**src/rtl/phys_free_list_if.sv**
```systemverilog
// Rename/retire-side signal bundle for the physical-register free list.
// The master is the rename/retire logic; the slave is the free list itself.
interface phys_free_list_if #(
  parameter int PREG_W = 6
);
  logic              alloc_req_a;
  logic              alloc_req_b;
  logic              alloc_gnt;
  logic [PREG_W-1:0] alloc_preg_a;
  logic [PREG_W-1:0] alloc_preg_b;
  logic              free_valid_a;
  logic [PREG_W-1:0] free_preg_a;
  logic              free_valid_b;
  logic [PREG_W-1:0] free_preg_b;
  logic [PREG_W-1:0] free_count;
  logic              overflow_err;

  modport master (
    output alloc_req_a, alloc_req_b, free_valid_a, free_preg_a, free_valid_b, free_preg_b,
    input  alloc_gnt, alloc_preg_a, alloc_preg_b, free_count, overflow_err
  );

  modport slave (
    input  alloc_req_a, alloc_req_b, free_valid_a, free_preg_a, free_valid_b, free_preg_b,
    output alloc_gnt, alloc_preg_a, alloc_preg_b, free_count, overflow_err
  );
endinterface

```
**src/rtl/phys_free_list.sv**
```systemverilog
// Circular free list of physical registers for a 2-wide rename stage.
// Pops up to two pregs per cycle (all-or-nothing), pushes up to two retired pregs.
module phys_free_list #(
  parameter int PHYS_REGS = 64,
  parameter int ARCH_REGS = 32,
  parameter int PREG_W    = 6,
  parameter int FL_DEPTH  = PHYS_REGS - ARCH_REGS
) (
  input  logic           clk,
  input  logic           reset,
  phys_free_list_if.slave bus
);

  localparam int                PTR_W   = $clog2(FL_DEPTH);
  localparam logic [PREG_W-1:0] DEPTH_C = PREG_W'(FL_DEPTH);

  logic [PREG_W-1:0] r_entry [FL_DEPTH];
  logic [PTR_W-1:0]  r_head;
  logic [PTR_W-1:0]  r_tail;
  logic [PREG_W-1:0] r_count;
  logic              r_ovf;

  logic [1:0]        w_n_req;
  logic              w_gnt;
  logic [PTR_W-1:0]  w_head1;
  logic [PTR_W-1:0]  w_tail_b;
  logic [PREG_W-1:0] w_pop;
  logic [PREG_W-1:0] w_after_pop;
  logic [PREG_W-1:0] w_space;
  logic              w_push_a;
  logic              w_push_b;
  logic              w_acc_a;
  logic              w_acc_b;
  logic              w_drop;

  // Slot A has priority for the remaining room, so B is the first push dropped.
  function automatic logic [1:0] accept_pushes(input logic [PREG_W-1:0] space,
                                               input logic pa, input logic pb);
    logic ka;
    logic kb;
    ka = pa && (space != '0);
    kb = pb && (space > (ka ? PREG_W'(1) : PREG_W'(0)));
    return {kb, ka};
  endfunction

  always_comb begin
    w_n_req     = {1'b0, bus.alloc_req_a} + {1'b0, bus.alloc_req_b};
    w_gnt       = (w_n_req != 2'd0) && (PREG_W'(w_n_req) <= r_count);
    w_head1     = r_head + PTR_W'(1);
    w_pop       = w_gnt ? PREG_W'(w_n_req) : '0;
    w_after_pop = r_count - w_pop;
    w_space     = DEPTH_C - w_after_pop;
    // p0 is the hardwired zero register and never re-enters the list.
    w_push_a    = bus.free_valid_a && (bus.free_preg_a != '0);
    w_push_b    = bus.free_valid_b && (bus.free_preg_b != '0);
    {w_acc_b, w_acc_a} = accept_pushes(w_space, w_push_a, w_push_b);
    w_drop      = (w_push_a && !w_acc_a) || (w_push_b && !w_acc_b);
    w_tail_b    = r_tail + PTR_W'(w_acc_a);
  end

  assign bus.alloc_gnt    = w_gnt;
  assign bus.alloc_preg_a = r_entry[r_head];
  assign bus.alloc_preg_b = bus.alloc_req_a ? r_entry[w_head1] : r_entry[r_head];
  assign bus.free_count   = r_count;
  assign bus.overflow_err = r_ovf;

  // Reads above use pre-edge state, so a push landing on a slot popped this cycle is safe.
  always_ff @(posedge clk) begin
    if (reset) begin
      for (int i = 0; i < FL_DEPTH; i++) begin
        r_entry[i] <= PREG_W'(ARCH_REGS + i);
      end
      r_head  <= '0;
      r_tail  <= '0;
      r_count <= DEPTH_C;
      r_ovf   <= 1'b0;
    end else begin
      if (w_gnt) r_head <= r_head + PTR_W'(w_n_req);
      if (w_acc_a) r_entry[r_tail] <= bus.free_preg_a;
      if (w_acc_b) r_entry[w_tail_b] <= bus.free_preg_b;
      r_tail  <= r_tail + PTR_W'(w_acc_a) + PTR_W'(w_acc_b);
      r_count <= w_after_pop + PREG_W'(w_acc_a) + PREG_W'(w_acc_b);
      if (w_drop) r_ovf <= 1'b1;
    end
  end

endmodule

```
**src/flat_wrapper.sv**
```systemverilog
// flat-port wrapper written by rule: the top's interface ports become plain ports
module phys_free_list_flat 
#(
  parameter int PHYS_REGS = 64,
  parameter int ARCH_REGS = 32,
  parameter int PREG_W    = 6,
  parameter int FL_DEPTH  = PHYS_REGS - ARCH_REGS
)
  (clk, reset, bus_alloc_req_a, bus_alloc_req_b, bus_free_valid_a, bus_free_preg_a, bus_free_valid_b, bus_free_preg_b, bus_alloc_gnt, bus_alloc_preg_a, bus_alloc_preg_b, bus_free_count, bus_overflow_err);
  phys_free_list_if #(.PREG_W(PREG_W)) bus_i ();
  input  logic clk;
  input  logic reset;
  input wire logic [$bits(bus_i.alloc_req_a)-1:0] bus_alloc_req_a;
  input wire logic [$bits(bus_i.alloc_req_b)-1:0] bus_alloc_req_b;
  input wire logic [$bits(bus_i.free_valid_a)-1:0] bus_free_valid_a;
  input wire logic [$bits(bus_i.free_preg_a)-1:0] bus_free_preg_a;
  input wire logic [$bits(bus_i.free_valid_b)-1:0] bus_free_valid_b;
  input wire logic [$bits(bus_i.free_preg_b)-1:0] bus_free_preg_b;
  output wire logic [$bits(bus_i.alloc_gnt)-1:0] bus_alloc_gnt;
  output wire logic [$bits(bus_i.alloc_preg_a)-1:0] bus_alloc_preg_a;
  output wire logic [$bits(bus_i.alloc_preg_b)-1:0] bus_alloc_preg_b;
  output wire logic [$bits(bus_i.free_count)-1:0] bus_free_count;
  output wire logic [$bits(bus_i.overflow_err)-1:0] bus_overflow_err;
  assign bus_i.alloc_req_a = bus_alloc_req_a;
  assign bus_i.alloc_req_b = bus_alloc_req_b;
  assign bus_i.free_valid_a = bus_free_valid_a;
  assign bus_i.free_preg_a = bus_free_preg_a;
  assign bus_i.free_valid_b = bus_free_valid_b;
  assign bus_i.free_preg_b = bus_free_preg_b;
  assign bus_alloc_gnt = bus_i.alloc_gnt;
  assign bus_alloc_preg_a = bus_i.alloc_preg_a;
  assign bus_alloc_preg_b = bus_i.alloc_preg_b;
  assign bus_free_count = bus_i.free_count;
  assign bus_overflow_err = bus_i.overflow_err;
  phys_free_list #(.PHYS_REGS(PHYS_REGS), .ARCH_REGS(ARCH_REGS), .PREG_W(PREG_W), .FL_DEPTH(FL_DEPTH)) u_core (.clk(clk), .reset(reset), .bus(bus_i));
endmodule
```
**config.mk**
```make
export PLATFORM = sky130hd
export DESIGN_NAME = phys_free_list_flat
export DESIGN_NICKNAME = d
export VERILOG_FILES = /design/src/rtl/phys_free_list_if.sv /design/src/rtl/phys_free_list.sv /design/src/flat_wrapper.sv
export SDC_FILE = /design/constraint.sdc
export NUM_CORES = 1
export LEC_CHECK = 0
export ABC_AREA = 1
export CELL_PAD_IN_SITES_DETAIL_PLACEMENT = 1
export CELL_PAD_IN_SITES_GLOBAL_PLACEMENT = 1
export CORE_UTILIZATION = 35
export CTS_BUF_LIST = sky130_fd_sc_hd__clkbuf_8
export CTS_CLUSTER_SIZE = 24
export DETAILED_ROUTE_END_ITERATION = 16
export PLACE_DENSITY_LB_ADDON = 0.1
export SYNTH_ARGS = -nofsm -noshare
export SYNTH_HDL_FRONTEND = slang
export SYNTH_SLANG_ARGS = --single-unit
export TNS_END_PERCENT = 20
```
**constraint.sdc**
```tcl
create_clock -name clk -period 7.55 [get_ports clk]
set_input_delay 1.1325 -clock clk [delete_from_list [all_inputs] [get_ports clk]]
set_output_delay 1.1325 -clock clk [all_outputs]
set_load 0.01 [all_outputs]
```
==> reports/results.txt, run 1 <==
Outcome -> complete, no violations
Total vias in the final route -> 15.7k
DRC viols -> 0
Core Footprint -> 0.0444 mm^2
CTS HTree Levels -> 2
Maximum clock rate -> 0.148 GHz
Primary FF master, synth -> edfxtp_1
Syn Inst Count -> 2138
Static leakage -> 7.22 nW
Total length of routed wires -> 69800 um
Crit path time final -> 6750 ps
Worst-case clock skew -> 18.3 ps
Sum of net half-perimeters after detailed placement -> 46600 um
Capturing element type of the critical path -> register
Die height -> 214 um
Iteration count of the initial detailed-routing pass -> 5
Clock-pin slew on the worst setup and hold paths -> 60 ps
Initial core utilization -> 0.356
Most common library cells after synthesis -> nand2_1 (694), nor2_1 (271), edfxtp_1 (192), nand3_1 (162), inv_1 (146)
Filler instances -> 5494
Fin Setup TNS -> 0 ps
Number of register bits inferred by synthesis -> 214
Setup repair after global routing missed its margin -> no
Fraction of the mapped netlist area in simple logic gates -> 0.362
Mapped Avg Cell Area -> 7.39 um^2
Xor/xnor share of the synthesized area -> 0.00388
Final estimated routing congestion in global placement -> 0.856
Part of the Yosys area used for sequential elements -> 0.393
Cell area after synthesis -> 0.0158 mm^2
Fin. max-slew vios -> 0
Net load switching power -> 1.99 mW
Int Power -> 2.55 mW
Number of global-route vias before repair -> 15.7k
Count of unique library cells instantiated by Yosys -> 43
Number of cells upsized or downsized after cts -> 0
Clock network power share -> 0.268
Cell repeated most along the worst path -> ha_1
Hold/Removal Path Class -> register to register
Adder and majority cell fraction of the synthesized area -> 0.0165
Critical path arrival -> 7000 ps
Pwr per Cell Area -> 261 mW/mm^2
Maximum single-stage delay on the critical path -> 620 ps
Share of post-route cells with drive strength above 1 -> 0.100
Total Power -> 4.54 mW
Combinational family with the most area after synthesis -> simple AND/OR/NAND/NOR gates
Final period utilization -> 0.894
I/O pin count -> 38
Routed vias/inst -> 5.71
Most repeated cell in the gate-level netlist after synthesis -> nand2_1
Number of antenna violations at the first check in global routing -> 1
Final hold vios -> 0
Final count of negative-setup-slack endpoints -> 0
Number of flops mapped to enable cells by yosys -> 192
Fraction of power spent switching nets -> 0.438
Worst Path Max Fanout -> 8
Required time worst endpoint -> 7800 ps
Max_slew headroom -> 0.151
Source of the worst register-to-register timing path -> u_core.bus.free_count[1]
Wire length per cell -> 25.4 um
Width of the die -> 214 um
Critical setup path kind -> primary input to register
First-pass GRT wire length -> 104000 um
Register share of total power -> 0.316
Number of buffers on the longest clock path -> 3
Area fraction in compound gates after synthesis -> 0.141
GR Overflow Total -> 0
Sequential cell area -> 0.00621 mm^2
N_diodes -> 0
CP Launch Type -> primary input
Portion of synthesized cell area occupied by the leading cell type -> 0.365
Antenna-violating nets left -> 0
Number of nets in the layout -> 2166
Die Area -> 0.0460 mm^2
Post-synthesis cell type with the largest combined area -> edfxtp_1
Fraction of synthesized area in multiplexers -> 0
Port Buf Inserts -> 37
CTS tree -> built
First-iteration detailed-routing DRC count -> 1418
Number of maximum-capacitance violations -> 0
Pin count of the biggest net entering global routing -> 79
Launching instance or port of the critical path -> bus_alloc_req_a
Fraction of power consumed by combinational cells -> 0.417
Tot GR Track Use -> 0.304
Startpoint of the tightest hold check path -> u_core.bus.overflow_err
Row Count -> 77
Largest vdd supply drop -> 0.000147 V
Count of buffers added by post-CTS timing repair for setup -> 0
Slew at the pin closest to its max-slew limit -> 1260 ps
Share of flip-flops with an asynchronous set or reset after synthesis -> 0
Slowest cell on the critical path -> fa_1
Clk Tree Root Cell -> clkbuf_8
Synth warnings -> 0
Synth Net Count -> 2175
Total of hold buffers inserted after clock tree synthesis -> 0
Number of buffers created by CTS -> 43
Area Overhead vs Synth -> 10.2%
Clk Latency, worst-skew pair -> 620 ps
Most area-consuming cells after synthesis -> edfxtp_1 (36%), nand2_1 (16%), nor2_1 (6.4%), nand3_1 (5.1%), o211ai_1 (4.4%)
Clock sinks -> 214
Area taken by multi-input logic gates -> 0.00828 mm^2
[layout by cell type (no fill, tap or decap), types with 5 or more instances in the layout]
| cell | count |
|---|---|
| clkinv_1 | 15 |
| clkinv_2 | 11 |
| nand3_1 | 162 |
| ha_1 | 15 |
| inv_2 | 36 |
| a31oi_1 | 12 |
| nor2_8 | 19 |
| nor3_1 | 9 |
| nand4_4 | 28 |
| inv_1 | 150 |
| nand4_1 | 16 |
| o211ai_1 | 93 |
| clkdlybuf4s50_1 | 28 |
| buf_4 | 43 |
| o311ai_0 | 42 |
| xor2_1 | 6 |
| nand2_1 | 694 |
| o21ai_1 | 5 |
| dfxtp_1 | 21 |
| nor2_1 | 271 |
| edfxtp_1 | 192 |
| a21oi_1 | 73 |
| clkbuf_8 | 44 |
| o21ai_0 | 130 |
| buf_2 | 9 |
[routing by layer]
layer / GRT usage / share of wire
met1: 0.429 / 0.46
met2: 0.483 / 0.45
met3: 0.0404 / 0.064
met4: 0.0914 / 0.028
met5: 0 / 0
[cells by family (layout without fill, tap and decap cells)]
family | count (synthesis) | count (layout)
AOI/OAI and AO/OA | 360 | 360
and+or+nand+nor | 1217 | 1217
xor gates and xnor gates | 7 | 7
adders and majority gates | 19 | 19
buffers and inverters | 321 | 342
DFF | 214 | 214
[worst paths after layout]
| check | slack, ps | cells after the start | endpoint |
|---|---|---|---|
| setup / recovery | 800 | 27 | u_core.r_entry[3][2] |
| hold / removal | 500 | 2 | u_core.bus.overflow_err |
| hold reg to reg | 500 | 2 | u_core.bus.overflow_err |
| setup reg to reg | 1840 | 25 | u_core.r_entry[3][2] |
[metrics by stage]
step,std cells,util,setup slack (ps),instance area [um^2],hold WS [ps]
after floorplan,2138,-,1660,15800,503
after global placement,2676,0.374,533,16600,471
after detailed placement,2676,0.374,267,16600,480
after CTS,2751,0.392,917,17400,499
after global routing,2751,0.392,364,17400,545
final,2751,0.392,803,17400,497
[area by class of cell]
type,instances,share of cell area
sequential,214,0.356
tap,592,0.0425
inverter,186,0.0403
multi-input combinational,1603,0.475
clock inverter,31,0.0121
clock buffer,44,0.0348
timing repair buffer,81,0.0384
[worst max-delay path, delay by kind of cell]
family | cells | cell delay (ps)
AOI/OAI and AO/OA | 3 | 680
xor gates and xnor gates | 1 | 400
adders and majority gates | 7 | 2200
buffers and inverters | 4 | 770
and+or+nand+nor | 12 | 1810
[sequential cells by signal, indices dropped and copies added, names as in the netlist, named ones only]
signal and cells:
u_core.bus.free_count 6, u_core.bus.overflow_err 1, u_core.r_entry 192, u_core.r_head 5
u_core.r_tail 5
[power by group through the flow]
stage	Clock (mW)	Combinational [mW]	Sequential (mW)
finish	1.22	1.89	1.43
global placement	0	1.85	1.46
global route	1.27	2.04	1.44
floorplan	0	1.17	1.43
detailed placement	0	1.87	1.46
CTS	1.23	1.87	1.43
Power figures use the tool's default switching activity.
==> run 2, diff against run 1 <==
--- a/config.mk
+++ b/config.mk
@@ -12,6 +12,7 @@
 export CTS_BUF_LIST = sky130_fd_sc_hd__clkbuf_8
 export CTS_CLUSTER_SIZE = 24
 export DETAILED_ROUTE_END_ITERATION = 16
+export HOLD_SLACK_MARGIN = 0.06
 export PLACE_DENSITY_LB_ADDON = 0.1
 export SYNTH_ARGS = -nofsm -noshare
 export SYNTH_HDL_FRONTEND = slang
==> results of run 2 <==
No change in the layout: final DEF, timing and power equal those of run 1.
==> run 3, diff against run 2 <==
--- a/config.mk
+++ b/config.mk
@@ -8,6 +8,7 @@
 export ABC_AREA = 1
 export CELL_PAD_IN_SITES_DETAIL_PLACEMENT = 1
 export CELL_PAD_IN_SITES_GLOBAL_PLACEMENT = 1
+export CORE_MARGIN = 2
 export CORE_UTILIZATION = 35
 export CTS_BUF_LIST = sky130_fd_sc_hd__clkbuf_8
 export CTS_CLUSTER_SIZE = 24
==> reports/results.txt, run 3 (same netlist as run 1, synthesis figures left out) <==
Outcome -> complete, no violations (unchanged)
Cell repeated most along the worst path -> nand2_1 (was ha_1)
Final period utilization -> 0.894 (about the same)
Register bank with the most flops -> u_core.r_entry (unchanged)
CP Launch Type -> primary input (unchanged)
Initial core utilization -> 0.356 (unchanged)
First-pass GRT wire length -> 104000 um (about the same)
Final hold vios -> 0 (unchanged)
Slew at the pin closest to its max-slew limit -> 1310 ps (was 1260 ps)
Critical path arrival -> 7010 ps (was 7000 ps)
Max reg flops -> 192 (unchanged)
Required time worst endpoint -> 7810 ps (was 7800 ps)
Die Area -> 0.0469 mm^2 (was 0.0460 mm^2)
Sequential cell area -> 0.00621 mm^2 (unchanged)
Clock sinks -> 214 (unchanged)
Commonest cells after routing, fill and taps aside -> nand2_1 (694), nor2_1 (271), edfxtp_1 (192) (unchanged)
Setup repair after global routing missed its margin -> no (unchanged)
Setup Slack @ Placement -> 199 ps (was 267 ps)
Total of hold buffers inserted after clock tree synthesis -> 0 (unchanged)
Worst-case clock skew -> 21.0 ps (was 18.3 ps)
Maximum single-stage delay on the critical path -> 570 ps (was 620 ps)
Max_slew headroom -> 0.117 (was 0.151)
Wire length per cell -> 25.5 um (was 25.4 um)
Worst Path Max Fanout -> 8 (unchanged)
Fin Setup TNS -> 0 ps (unchanged)
Number of cells upsized or downsized after cts -> 0 (unchanged)
Die height -> 216 um (was 214 um)
Number of buffers on the longest clock path -> 3 (unchanged)
Most common library cell in the layout ignoring fill and taps -> nand2_1 (unchanged)
Tot GR Track Use -> 0.300 (was 0.304)
Share of post-route cells with drive strength above 1 -> 0.0989 (was 0.100)
Clk Tree Root Cell -> clkbuf_8 (unchanged)
Final count of negative-setup-slack endpoints -> 0 (unchanged)
CTS tree -> built (unchanged)
Number of antenna violations at the first check in global routing -> 1 (unchanged)
Slowest cell on the critical path -> fa_1 (unchanged)
Capturing element type of the critical path -> register (unchanged)
CTS HTree Levels -> 2 (unchanged)
Final estimated routing congestion in global placement -> 0.854 (was 0.856)
Number of maximum-capacitance violations -> 0 (unchanged)
Largest vdd supply drop -> 0.000223 V (was 0.000147 V)
Clk Latency, worst-skew pair -> 630 ps (was 620 ps)
Area taken by multi-input logic gates -> 0.00828 mm^2 (unchanged)
Area Overhead vs Synth -> 10.5% (was 10.2%)
Number of buffers created by CTS -> 45 (was 43)
Maximum clock rate -> 0.148 GHz (about the same)
Hold/Removal Path Class -> register to register (unchanged)
Routed vias/inst -> 5.68 (was 5.71)
DRC viols -> 0 (unchanged)
Row Count -> 77 (unchanged)
Iteration count of the initial detailed-routing pass -> 5 (unchanged)
Critical setup path kind -> primary input to register (unchanged)
First-iteration detailed-routing DRC count -> 1449 (was 1418)
Pin count of the biggest net entering global routing -> 77 (was 79)
Clock-pin slew on the worst setup and hold paths -> 60 ps (about the same)
Port Buf Inserts -> 37 (unchanged)
Core Footprint -> 0.0444 mm^2 (unchanged)
Width of the die -> 216 um (was 214 um)
Worst path setup slack after routing -> 798 ps (was 803 ps)
Number of nets in the layout -> 2168 (was 2166)
Sum of net half-perimeters after detailed placement -> 46200 um (was 46600 um)
GR Overflow Total -> 0 (unchanged)
Filler instances -> 5543 (was 5494)
Static leakage -> 7.26 nW (was 7.22 nW)
Total length of routed wires -> 70200 um (was 69800 um)
Number of global-route vias before repair -> 15.7k (about the same)
Fin. max-slew vios -> 0 (unchanged)
Antenna-violating nets left -> 0 (unchanged)
I/O pin count -> 38 (unchanged)
Count of buffers added by post-CTS timing repair for setup -> 0 (unchanged)
Total vias in the final route -> 15.7k (about the same)
Pwr per Cell Area -> 265 mW/mm^2 (was 261 mW/mm^2)
Crit path time final -> 6750 ps (about the same)
==> run 3: cell count changes in the layout (fill, tap and decap cells not counted), sizes merged <==
cell	delta
inv	+8
clkbuf	+3
clkinv	-7
diode	+1
buf	-1
clkdlybuf4s50	+1
==> run 3: cell type report <==
type | count | share of cell area
clock buffers | 47 | 0.0370
repair buffers | 81 | 0.0385
flip-flops and latches | 214 | 0.356
multi-input cells | 1603 | 0.474
well taps | 592 | 0.0424
clock inverters | 32 | 0.0120
inverters | 186 | 0.0402
diodes | 1 | 0.000143
==> run 3: worst paths after layout <==
path                             from                 endpoint  slack [ps]  depth (start not counted)
max                   bus_alloc_req_a     u_core.r_entry[3][1]         800                         28
min           u_core.bus.overflow_err  u_core.bus.overflow_err         520                          2
max reg2reg  u_core.bus.free_count[1]     u_core.r_entry[3][1]        1480                         22
min reg2reg   u_core.bus.overflow_err  u_core.bus.overflow_err         520                          2
==> run 3: worst max-delay path: cells and delay by family <==
kind                     cells  cell delay (ps)
AND/OR/NAND/NOR             12             2080
adder cells (fa/ha/maj)      6             1770
buffers and inverters        6              950
AO/OA/AOI/OAI                3              650
XOR/XNOR                     1              430
==> run 3: report_power, final <==
part | leakage, nW | internal (mW) | switching [mW]
Clock | 0.491 | 0.674 | 0.571
Combinational | 5.00 | 0.544 | 1.39
Sequential | 1.77 | 1.37 | 0.0714
==> run 3: per-stage QoR <==
step	power, mW	util	std cells	hold slack, ps	area, um^2
after floorplan	2.60	-	2138	503	15800
after global placement	3.35	0.374	2676	488	16600
after detailed placement	3.37	0.374	2676	495	16600
after CTS	4.62	0.393	2755	515	17500
after global routing	4.85	0.393	2755	557	17500
final	4.62	0.393	2756	517	17500
==> run 3: metal layers <==
layer  global-route usage  vias to the layer above  wire length, um
met1                0.424                     7774            31800
met2                0.471                      586            31400
met5                    0                        -               12
li1                     -                     7175                -
met4               0.0941                        2             2120
met3               0.0477                      125             4800
